## config.mk

```make
export PLATFORM = sky130hd
export DESIGN_NAME = motor_mix_sequencer
export DESIGN_NICKNAME = d
export VERILOG_FILES = /design/src/rtl/motor_mix_pkg.sv /design/src/rtl/mix_saturate.sv /design/src/rtl/motor_mix_sequencer.sv
export SDC_FILE = /design/constraint.sdc
export NUM_CORES = 1
export LEC_CHECK = 0
export CAP_MARGIN = 10
export CORE_AREA = 5 5 130 132
export CTS_BUF_LIST = sky130_fd_sc_hd__clkbuf_8
export CTS_CLUSTER_DIAMETER = 60
export DETAILED_ROUTE_END_ITERATION = 8
export DIE_AREA = 0 0 135 137
export PLACE_DENSITY = 0.71
export SLEW_MARGIN = 10
export SYNTH_ARGS = -nofsm -noshare
export SYNTH_HDL_FRONTEND = slang
export SYNTH_SLANG_ARGS = --single-unit
```

## constraint.sdc

```tcl
create_clock -name clk -period 4 [get_ports clk]
set_input_delay 0.4 -clock clk [delete_from_list [all_inputs] [get_ports clk]]
set_output_delay 0.4 -clock clk [all_outputs]
set_load 0.01 [all_outputs]
```

## src/rtl/motor_mix_pkg.sv

```systemverilog
// Shared types and helpers for the motor mixing sequencer: FSM states,
// generator axis codes and the accumulator clamp.
package motor_mix_pkg;

  typedef enum logic [2:0] {
    ST_IDLE,
    ST_PITCH,
    ST_ROLL,
    ST_YAW,
    ST_DONE
  } state_t;

  localparam logic [1:0] AXIS_PITCH = 2'd0;
  localparam logic [1:0] AXIS_ROLL  = 2'd1;
  localparam logic [1:0] AXIS_YAW   = 2'd2;
  localparam logic [1:0] AXIS_NONE  = 2'd3;

  // Clamp a sign-extended accumulator into [lo, hi].
  function automatic logic signed [31:0] sat_clamp(input logic signed [31:0] acc,
                                                   input logic signed [31:0] lo,
                                                   input logic signed [31:0] hi);
    if (acc > hi) return hi;
    if (acc < lo) return lo;
    return acc;
  endfunction

endpackage

```

## src/rtl/mix_saturate.sv

```systemverilog
// Combinational clamp of one signed motor accumulator to a motor command.
module mix_saturate
  import motor_mix_pkg::*;
#(
  parameter int DATA_W    = 8,
  parameter int ACC_W     = 11,
  parameter int MOTOR_MAX = 255,
  parameter int MOTOR_MIN = 0
) (
  input  logic signed [ACC_W-1:0]  i_acc,
  output logic        [DATA_W-1:0] o_cmd
);

  logic signed [31:0] w_acc32;

  assign w_acc32 = 32'(i_acc);
  assign o_cmd   = DATA_W'(sat_clamp(w_acc32, 32'(MOTOR_MIN), 32'(MOTOR_MAX)));

endmodule

```

## src/rtl/motor_mix_sequencer.sv

```systemverilog
// Sequences one shared offset generator over pitch/roll/yaw, accumulates the
// per-motor offsets on top of throttle and publishes saturated motor commands.
module motor_mix_sequencer
  import motor_mix_pkg::*;
#(
  parameter int DATA_W    = 8,
  parameter int ACC_W     = 11,
  parameter int MOTOR_MAX = 255,
  parameter int MOTOR_MIN = 0
) (
  input  logic              clk,
  input  logic              rst_n,
  input  logic              arm,
  input  logic              rec_valid,
  input  logic [DATA_W-1:0] throttle_rec_val,
  input  logic [DATA_W-1:0] pitch_rec_val,
  input  logic [DATA_W-1:0] roll_rec_val,
  input  logic [DATA_W-1:0] yaw_rec_val,
  output logic [1:0]        gen_axis,
  output logic [DATA_W-1:0] gen_val,
  input  logic [DATA_W-1:0] gen_m1_offset,
  input  logic [DATA_W-1:0] gen_m2_offset,
  input  logic [DATA_W-1:0] gen_m3_offset,
  input  logic [DATA_W-1:0] gen_m4_offset,
  output logic [DATA_W-1:0] motor_1_cmd,
  output logic [DATA_W-1:0] motor_2_cmd,
  output logic [DATA_W-1:0] motor_3_cmd,
  output logic [DATA_W-1:0] motor_4_cmd,
  output logic              motor_upd,
  output logic              busy,
  output logic              rec_drop
);

  localparam logic [DATA_W-1:0] L_MIN = DATA_W'(MOTOR_MIN);

  state_t r_state;
  state_t w_next;

  logic        [DATA_W-1:0] r_pitch;
  logic        [DATA_W-1:0] r_roll;
  logic        [DATA_W-1:0] r_yaw;
  logic signed [ACC_W-1:0]  r_acc     [4];
  logic        [DATA_W-1:0] r_cmd     [4];
  logic                     r_upd;
  logic                     r_drop;

  logic        [DATA_W-1:0] w_off     [4];
  logic signed [ACC_W-1:0]  w_off_ext [4];
  logic        [DATA_W-1:0] w_sat     [4];
  logic                     w_any_active;

  assign w_off[0] = gen_m1_offset;
  assign w_off[1] = gen_m2_offset;
  assign w_off[2] = gen_m3_offset;
  assign w_off[3] = gen_m4_offset;

  always_comb begin
    w_any_active = 1'b0;
    for (int unsigned i = 0; i < 4; i++) begin
      w_off_ext[i] = ACC_W'($signed(w_off[i]));
      if (r_cmd[i] != L_MIN) w_any_active = 1'b1;
    end
  end

  genvar g;
  generate
    for (g = 0; g < 4; g++) begin : g_sat
      mix_saturate #(
        .DATA_W   (DATA_W),
        .ACC_W    (ACC_W),
        .MOTOR_MAX(MOTOR_MAX),
        .MOTOR_MIN(MOTOR_MIN)
      ) u_sat (
        .i_acc(r_acc[g]),
        .o_cmd(w_sat[g])
      );
    end
  endgenerate

  always_ff @(posedge clk or negedge rst_n) begin
    if (!rst_n) r_state <= ST_IDLE;
    else        r_state <= w_next;
  end

  always_comb begin
    w_next   = r_state;
    gen_axis = AXIS_NONE;
    gen_val  = '0;
    case (r_state)
      ST_IDLE:  if (rec_valid) w_next = ST_PITCH;
      ST_PITCH: begin
        w_next   = ST_ROLL;
        gen_axis = AXIS_PITCH;
        gen_val  = r_pitch;
      end
      ST_ROLL: begin
        w_next   = ST_YAW;
        gen_axis = AXIS_ROLL;
        gen_val  = r_roll;
      end
      ST_YAW: begin
        w_next   = ST_DONE;
        gen_axis = AXIS_YAW;
        gen_val  = r_yaw;
      end
      ST_DONE:  w_next = ST_IDLE;
      default:  w_next = ST_IDLE;
    endcase
    if (!arm) w_next = ST_IDLE;
  end

  // Disarm overrides everything: commands drop to MOTOR_MIN and any partial sum is abandoned.
  always_ff @(posedge clk or negedge rst_n) begin
    if (!rst_n) begin
      r_pitch <= '0;
      r_roll  <= '0;
      r_yaw   <= '0;
      r_upd   <= 1'b0;
      r_drop  <= 1'b0;
      for (int unsigned i = 0; i < 4; i++) begin
        r_acc[i] <= '0;
        r_cmd[i] <= L_MIN;
      end
    end else begin
      r_upd  <= 1'b0;
      r_drop <= rec_valid && (r_state != ST_IDLE);
      if (!arm) begin
        for (int unsigned i = 0; i < 4; i++) r_cmd[i] <= L_MIN;
        r_upd <= w_any_active;
      end else begin
        case (r_state)
          ST_IDLE: begin
            if (rec_valid) begin
              r_pitch <= pitch_rec_val;
              r_roll  <= roll_rec_val;
              r_yaw   <= yaw_rec_val;
              for (int unsigned i = 0; i < 4; i++) r_acc[i] <= ACC_W'(throttle_rec_val);
            end
          end
          ST_PITCH, ST_ROLL, ST_YAW: begin
            for (int unsigned i = 0; i < 4; i++) r_acc[i] <= r_acc[i] + w_off_ext[i];
          end
          ST_DONE: begin
            for (int unsigned i = 0; i < 4; i++) r_cmd[i] <= w_sat[i];
            r_upd <= 1'b1;
          end
          default: ;
        endcase
      end
    end
  end

  assign motor_1_cmd = r_cmd[0];
  assign motor_2_cmd = r_cmd[1];
  assign motor_3_cmd = r_cmd[2];
  assign motor_4_cmd = r_cmd[3];
  assign motor_upd   = r_upd;
  assign rec_drop    = r_drop;
  assign busy        = (r_state != ST_IDLE);

endmodule

```

==> results of run 1 <==
[layer usage]
layer	vias to the layer above	part of all wire, %	wire length, microns	track usage, %
met5	-	0	0	0
met2	139	47	7800	29.2
met3	26	5.1	852	3.68
met4	0	1.8	296	5.49
met1	2510	46	7710	25.2
li1	2513	-	-	-
[worst paths after layout]
kind	from	to	slack [ns]	cells past startpoint
max	r_state[0]$_DFFE_PN0P_	gen_val[3]	1.07	4
min	rst_n	motor_4_cmd[7]$_DFFE_PN0P_	0.44	2
max reg2reg	r_state[0]$_DFFE_PN0P_	r_yaw[4]$_DFFE_PN0P_	1.28	4
min reg2reg	r_roll[6]$_DFFE_PN0P_	r_roll[6]$_DFFE_PN0P_	0.51	1
max in group asynchronous	rst_n	r_pitch[5]$_DFFE_PN0P_	2.65	3
min in group clk	r_roll[6]$_DFFE_PN0P_	r_roll[6]$_DFFE_PN0P_	0.51	1
[synthesized netlist by cell type (all sizes together) (5+ instances only)]
library cell and instances:
a21o 8, xnor2 8, and2 9, clkbuf 11
and3 9, o211ai 12, nand2b 13, nand2 78
ha 40, xor2 24, a31oi 8, nor2b 5
nor2 51, a22oi 12, a21oi 55, inv 17
nor3 10, dfrtp 105, buf 15, o21ai 85
nor4 8, mux2 32
[final cells by class]
class	instances	area, sq um
Clock buffer	11	151
Clock inverter	5	30.0
Fill cell	1419	7950
Inverter	17	63.8
Multi-Input combinational cell	500	3330
Sequential cell	105	2630
Tap cell	216	270
Timing Repair Buffer	119	1170
[metrics by stage]
step                      instances  cell area, sq um
after floorplan                 648              6110
after global placement          956              7460
after detailed placement        956              7460
after CTS                       973              7650
after global routing            973              7650
final                           973              7650
[state kept, by name (all words and copies together), names as in the netlist, 3 cells and up]
register	count
motor_2_cmd	8
motor_1_cmd	8
motor_3_cmd	8
r_roll	8
r_pitch	8
r_acc	44
motor_4_cmd	8
r_yaw	8
r_state	3
[critical path, delay by kind of cell, from the launching register on]
family / cells / cell delay, ns
buffers and inverters: 1 / 0.56
DFF: 1 / 0.83
AOI/OAI and AO/OA: 1 / 0.15
and+or+nand+nor: 2 / 0.60
[power groups by stage]
stage | clock network (mW) | logic [mW] | registers [mW]
final | 0.627 | 1.61 | 1.46
after global routing | 0.692 | 1.82 | 1.49
after global placement | 0 | 1.57 | 1.47
after detailed placement | 0 | 1.60 | 1.47
after CTS | 0.650 | 1.61 | 1.45
after floorplan | 0 | 1.22 | 1.41
[logic make-up after synthesis]
family	count (synthesis)
xor gates and xnor gates	32
DFF	105
buffers and inverters	43
muxes	32
and+or+nand+nor	196
AOI/OAI and AO/OA	196
adders and majority gates	44
[timing repair]
item	in CTS	in global routing
setup endpoints to repair	0	0
hold endpoints to repair	22	0
hold buffers	1	0
==> flow_metrics.tcl, run 1 <==
set metrics [dict create \
    status "complete, no violations" \
    worst_pin_slew_ns 1.09 \
    firstDrtPassIters 4 \
    dp_slack_ns 1.04 \
    drtAntennaViolNets 0 \
    avgSynthCellArea_sq_um 9.43 \
    nets 864 \
    max_clock_freq_mhz 341 \
    yosys.cell_types.count 41 \
    place_congestion 0.865 \
    drt-total-wl_microns 16700 \
    synth_compound_area_share_pct 19.3 \
    design_power_total_mw 3.70 \
    cts_tree "built" \
    cp_max_fo 17 \
    fin_util_pct 49.1 \
    clkSinkCount 105 \
    grt_first_pass_wirelength_microns 26600 \
    worst_slack_ns 1.07 \
    postSynthCellCount 648 \
    cts_buffer_depth 2 \
    fin_tns_setup_ns 0 \
    drcViolationCount 0 \
    dp_hpwl_microns 12300 \
    cpPeakStageDelay_ns 0.83 \
    p_clk_share_pct 17.0 \
    grt_pass1_vias 5108 \
    synth_top_area_cell "dfrtp_1" \
    cp.arrival_ns 2.53 \
    fin_worst_skew_ns 0.0156 \
    area_growth_pct 25.2 \
    dr.first_iter.drc_count 382 \
    cp-end-kind "output pin" \
    yosysWarnings 0 \
    maxSlewHeadroom_pct 27.6 \
    synth-xor-area-share_pct 4.59 \
    cts_htree_levels 3 \
    layout-drive-gt1-share_pct 10.3 \
    synth_edf_count 0 \
    synth_top_family_by_area "compound AO/OA/AOI/OAI gates" \
    ys_top_cells_by_area "dfrtp_1 (43%), ha_1 (8.2%), mux2_2 (5.9%)" \
    rsz0062_at_grt "no" \
    dr_total_vias 5188 \
    layout_commonest_cell "clkdlybuf4s50_1" \
    path_cells "nor2b_1, a22oi_1, nor2_1, clkdlybuf4s50_1" \
    final_cell_mix "clkdlybuf4s50_1 (111), dfrtp_1 (105), nand2_1 (78), o21ai_0 (69), a21oi_1 (51)" \
    slowest_stage "dfrtp_1" \
    die_w_microns 135 \
    holdWs_ns 0.439 \
    port_buffers 112 \
    p_per_area_nw_per_um2 483 \
    intPower_mw 2.27 \
    num_antenna_cells 0 \
    die_y_microns 137 \
    ir_drop_uv 167 \
    leakage_nw 3.36 \
    synth_fa_ha_area_share_pct 9.50 \
    post_drt_via_cell_ratio 5.33 \
    ys_ff_latch 105 \
    die_area_sq_um 18500 \
    drv_slew 0 \
    numCtsBuffers 9 \
    ys_seq_area_share_pct 43.0 \
    syn-cell-area_sq_um 6110 \
    postCtsSetupBuffers 0 \
    drv_cap 0 \
    grtUsageTotal_pct 18.3 \
    initial_core_util_pct 39.2 \
    path_clk_slew_ns 0.11 \
    p_switching_mw 1.43 \
    post_cts_resized 0 \
    clk_latency_ns 0.38 \
    synth-main-ff-cell "dfrtp_1" \
    core_sq_um 15600 \
    power_switching_share_pct 38.7 \
    worst-setup-path-type "register to output pin" \
    muxShareOfSynthArea_pct 5.90 \
    grt-ovfl-total 0 \
    grt_start_max_net_pins 47 \
    cts_root_buf "clkbuf_8" \
    finalSetupViolCount 0 \
    hold_viol 0 \
    setup.worst_path.start_class "register" \
    synthArstFlopShare_pct 100 \
    hold_class "primary input to async pin" \
    antenna_found_initial 0 \
    combPwrFrac_pct 43.6 \
    finalCriticalPeriod_ns 2.93 \
    rows 46 \
    finalCritPeriodShare_pct 73.3 \
    routedWlPerCell_microns 17.1 \
    cp_data_required_time_ns 3.60 \
    syn_nets 760 \
    synth_top_area_share_pct 43.0 \
    boundaryPins 113 \
    seqPwrFrac_pct 39.4 \
    synthSimpleGateAreaFrac_pct 14.9 \
]
Note: power is estimated with default switching activity, not from simulation.
==> run 2, diff against run 1 <==
Clock period 4 ns to 2.9 ns, I/O delays scaled along.
==> flow_metrics.tcl, run 2 (synthesized netlist as in run 1, its figures left out) <==
set metrics [dict create \
    placed_area_sq_um 7530 \
    port_buffers 112 \
    worst_slack_ns 0.327 \
    path_cells "nor2b_1, a22oi_1, nor2_1, clkdlybuf4s50_1" \
    die_y_microns 137 \
    path_clk_slew_ns 0.11 \
    dr.first_iter.drc_count 373 \
    slowest_stage "clkdlybuf4s50_1" \
    post_drt_via_cell_ratio 5.33 \
    status "complete, no violations" \
    core_sq_um 15600 \
    area_growth_pct 26.7 \
    grt_first_pass_wirelength_microns 26900 \
    drv_cap 0 \
    postCtsSetupBuffers 0 \
    grtUsageTotal_pct 18.5 \
    cp_max_fo 10 \
    worst-setup-path-type "register to output pin" \
    ir_drop_uv 262 \
    cts_root_buf "clkbuf_8" \
    clkSinkCount 105 \
    cp.arrival_ns 2.28 \
    cpPeakStageDelay_ns 0.55 \
    layout_commonest_cell "clkdlybuf4s50_1" \
    rows 46 \
    setup.worst_path.start_class "register" \
    largest_reg_flops 44 \
    finalCritPeriodShare_pct 88.7 \
    cts_buffer_depth 2 \
    cp-end-kind "output pin" \
    die_area_sq_um 18500 \
    firstDrtPassIters 5 \
    nFillCells 1433 \
    cts_tree "built" \
    stdcell_area_sq_um 7740 \
    drcViolationCount 0 \
    grt_start_max_net_pins 55 \
    leakage_nw 3.41 \
    nets 872 \
    max_clock_freq_mhz 389 \
    die_w_microns 135 \
    hold_viol 0 \
    cts_htree_levels 3 \
    fin_worst_skew_ns 0.0157 \
    drv_slew 0 \
    finalSetupViolCount 0 \
    boundaryPins 113 \
    maxSlewHeadroom_pct 44.3 \
    finalCriticalPeriod_ns 2.57 \
    antenna_found_initial 0 \
    drtAntennaViolNets 0 \
    dp_hpwl_microns 12300 \
    routedWlPerCell_microns 16.9 \
    dp_slack_ns 0.179 \
    rsz0062_at_grt "no" \
    dr_total_vias 5229 \
    clk_latency_ns 0.39 \
    final_cell_mix "clkdlybuf4s50_1 (111), dfrtp_1 (105), nand2_1 (78), o21ai_0 (69), a21oi_1 (51)" \
    p_per_area_nw_per_um2 671 \
    initial_core_util_pct 39.2 \
    grt_pass1_vias 5169 \
    worst_pin_slew_ns 0.835 \
    place_congestion 0.883 \
    cp_data_required_time_ns 2.61 \
    holdWs_ns 0.490 \
    fin_tns_setup_ns 0 \
    hold_class "primary input to async pin" \
    drt-total-wl_microns 16600 \
    num_antenna_cells 0 \
    numCtsBuffers 9 \
    regMostFlops "r_acc" \
    layout-drive-gt1-share_pct 11.4 \
    grt-ovfl-total 0 \
]
[run 2: area by class of cell]
| cell class | instances | area [sq um] | share of cell area, % |
|---|---|---|---|
| Sequential cell | 105 | 2630 | 33.9 |
| Timing Repair Buffer | 127 | 1250 | 16.1 |
| Multi-Input combinational cell | 500 | 3330 | 43.1 |
| Tap cell | 216 | 270 | 3.49 |
| Clock buffer | 9 | 124 | 1.60 |
| Inverter | 17 | 63.8 | 0.824 |
| Clock inverter | 7 | 76.3 | 0.986 |
[run 2: critical path, delay by kind of cell, from the launching register on]
family	cells	cell delay, ns
simple gates	2	0.63
compound gates	1	0.17
buf+inv	1	0.55
flops	1	0.54
[run 2: report_power, final]
part           switching [mW]  internal (mW)
clock                   0.543          0.409
combinational            1.22           1.02
sequential              0.243           1.76
[run 2: final timing paths]
check | startpoint | endpoint | slack, ns | cells after the start
max in group asynchronous | rst_n | r_acc[37]$_DFFE_PN0P_ | 1.67 | 3
min in group clk | pitch_rec_val[4] | r_pitch[4]$_DFFE_PN0P_ | 0.51 | 2
worst max-delay path | r_state[1]$_DFFE_PN0P_ | gen_val[3] | 0.33 | 4
worst min-delay path | rst_n | motor_4_cmd[5]$_DFFE_PN0P_ | 0.49 | 2
worst min register to register | r_yaw[1]$_DFFE_PN0P_ | r_yaw[1]$_DFFE_PN0P_ | 0.52 | 1
worst max register to register | r_acc[11]$_DFFE_PN0P_ | r_acc[21]$_DFFE_PN0P_ | 0.53 | 9
[run 2: what timing repair did]
action                                 in CTS  in global routing
endpoints found under the hold margin      52                  0
resized for setup                           0                  0
hold buffers                                1                  0
[run 2: layer usage]
metal,vias to the layer above,track usage [%],share of wire (%)
li1,2533,-,-
met1,2514,25.2,45
met2,163,29.8,47
met3,19,4.23,6.8
met4,0,5.32,1.6
met5,-,0,0
[run 2: stage by stage]
step / utilization, % / std cells / total power [mW]
global route: 49.6 / 981 / 5.62
detailed placement: 48.3 / 964 / 4.25
floorplan: - / 648 / 3.63
CTS: 49.6 / 981 / 5.23
finish: 49.6 / 981 / 5.20
global placement: 48.3 / 964 / 4.21
==> run 3, diff against run 2 <==
Settings changed: PLACE_DENSITY 0.71 to 0.68.
==> flow_metrics.tcl, run 3 (synthesized netlist as in run 1, its figures left out) <==
set metrics [dict create \
    worst_pin_slew_ns 0.794 \
    nFillCells 1455 \
    cpPeakStageDelay_ns 0.63 \
    drcViolationCount 0 \
    cp_data_required_time_ns 2.61 \
    hold_class "primary input to async pin" \
    finalCritPeriodShare_pct 91.7 \
    cp_max_fo 16 \
    path_cells "nor2b_1, a22oi_1, nor2_1, clkdlybuf4s50_1" \
    startpoint "r_state[1]$_DFFE_PN0P_" \
    max_clock_freq_mhz 376 \
    drv_slew 0 \
    rr_worst_depth 9 \
    finalCriticalPeriod_ns 2.66 \
    rsz0062_at_grt "no" \
    port_buffers 112 \
    ir_drop_uv 359 \
    post_cts_resized 0 \
    status "complete, no violations" \
    routedWlPerCell_microns 17.2 \
    fin_worst_skew_ns 0.0157 \
    cp_num_cells 4 \
    hold_viol 0 \
    antenna_found_initial 0 \
    final_cell_mix "clkdlybuf4s50_1 (111), dfrtp_1 (105), nand2_1 (78), o21ai_0 (69), a21oi_1 (51)" \
    clkSinkCount 105 \
    worst-setup-path-type "register to output pin" \
    cp-end-kind "output pin" \
    numCtsBuffers 9 \
    cts_buffer_depth 2 \
    worst_slack_ns 0.240 \
    placed_area_sq_um 7500 \
    initial_core_util_pct 39.2 \
    dr.first_iter.drc_count 360 \
    crit_end "gen_val[0]" \
    grt-ovfl-total 0 \
    dr_total_vias 5214 \
    clk_latency_ns 0.38 \
    dp_slack_ns 0.169 \
    place_inst 961 \
    num_antenna_cells 0 \
    leakage_nw 3.40 \
    maxSlewHeadroom_pct 47.0 \
    worstReg2RegEnd "r_acc[32]$_DFFE_PN0P_" \
    cts_tree "built" \
    area_growth_pct 26.0 \
    setup.worst_path.start_class "register" \
    cp_num_buf_inv 1 \
    cts_htree_levels 3 \
    multi_input_area_sq_um 3330 \
    nets 869 \
    slowest_stage "dfrtp_1" \
    core_sq_um 15600 \
    firstDrtPassIters 5 \
    p_per_area_nw_per_um2 673 \
    drt-total-wl_microns 16800 \
    fin_tns_setup_ns 0 \
    drv_cap 0 \
    grt_pass1_vias 5384 \
    post_drt_via_cell_ratio 5.34 \
    instances_no_fill 977 \
    dp_hpwl_microns 12600 \
    grtUsageTotal_pct 18.8 \
    die_area_sq_um 18500 \
    layout_commonest_cell "clkdlybuf4s50_1" \
    grt_start_max_net_pins 48 \
    drtAntennaViolNets 0 \
    regMostFlops "r_acc" \
    die_w_microns 135 \
    postCtsSetupBuffers 0 \
    cts_root_buf "clkbuf_8" \
    rows 46 \
    place_congestion 0.899 \
    largest_reg_flops 44 \
    cpLargestDelayFamily "simple AND/OR/NAND/NOR gates" \
    layout-drive-gt1-share_pct 10.8 \
    grt_first_pass_wirelength_microns 27500 \
    rr_startpoint "r_acc[22]$_DFFE_PN0P_" \
    finalSetupViolCount 0 \
    regArea_sq_um 2630 \
    cp.arrival_ns 2.37 \
    die_y_microns 137 \
    path_clk_slew_ns 0.10 \
    stdcell_area_sq_um 7700 \
    fin_util_pct 49.4 \
    boundaryPins 113 \
    cts_hold_buf 1 \
    r2r_slack_ns 0.53 \
]
[run 3: per-layer routing]
metal | part of all wire, % | routed length, microns | GRT usage (%) | vias up
met5 | 0 | 0 | 0 | -
li1 | - | - | - | 2509
met2 | 47 | 7840 | 30.2 | 154
met4 | 2.0 | 336 | 6.05 | 0
met1 | 46 | 7730 | 24.8 | 2524
met3 | 5.5 | 929 | 4.85 | 27
[run 3: per-stage QoR]
stage	hold slack [ns]	power [mW]
2_1_floorplan	-0.00559	3.63
6_report	0.449	5.19
3_5_place_dp	0.344	4.26
5_1_grt	0.492	5.59
3_3_place_gp	0.343	4.18
4_1_cts	0.466	5.20
[run 3: layout make-up]
cell class | instances | share of cell area (%)
timing repair buffer | 124 | 15.7
inverter | 17 | 0.829
sequential | 105 | 34.1
clock buffer | 10 | 1.79
multi-input combinational | 500 | 43.3
tap | 216 | 3.51
clock inverter | 5 | 0.731
[run 3: worst min-delay path by stage]
| stage | from | end | slack [ns] | cells past startpoint |
|---|---|---|---|---|
| floorplan | rst_n | motor_1_cmd[0]$_DFFE_PN0P_ | -0.006 | 0 |
| global placement | rst_n | motor_4_cmd[5]$_DFFE_PN0P_ | 0.34 | 1 |
| detailed placement | rst_n | motor_4_cmd[7]$_DFFE_PN0P_ | 0.34 | 1 |
| CTS | rst_n | motor_4_cmd[7]$_DFFE_PN0P_ | 0.47 | 2 |
| global route | rst_n | motor_4_cmd[7]$_DFFE_PN0P_ | 0.49 | 2 |
| finish | rst_n | motor_4_cmd[7]$_DFFE_PN0P_ | 0.45 | 2 |
[run 3: report_power, final]
group	leakage [nW]	switching [mW]	total, mW	internal (mW)
combinational	1.94	1.23	2.25	1.02
clock	0.104	0.507	0.926	0.419
sequential	1.35	0.249	2.01	1.76
total	3.40	1.99	5.19	3.20
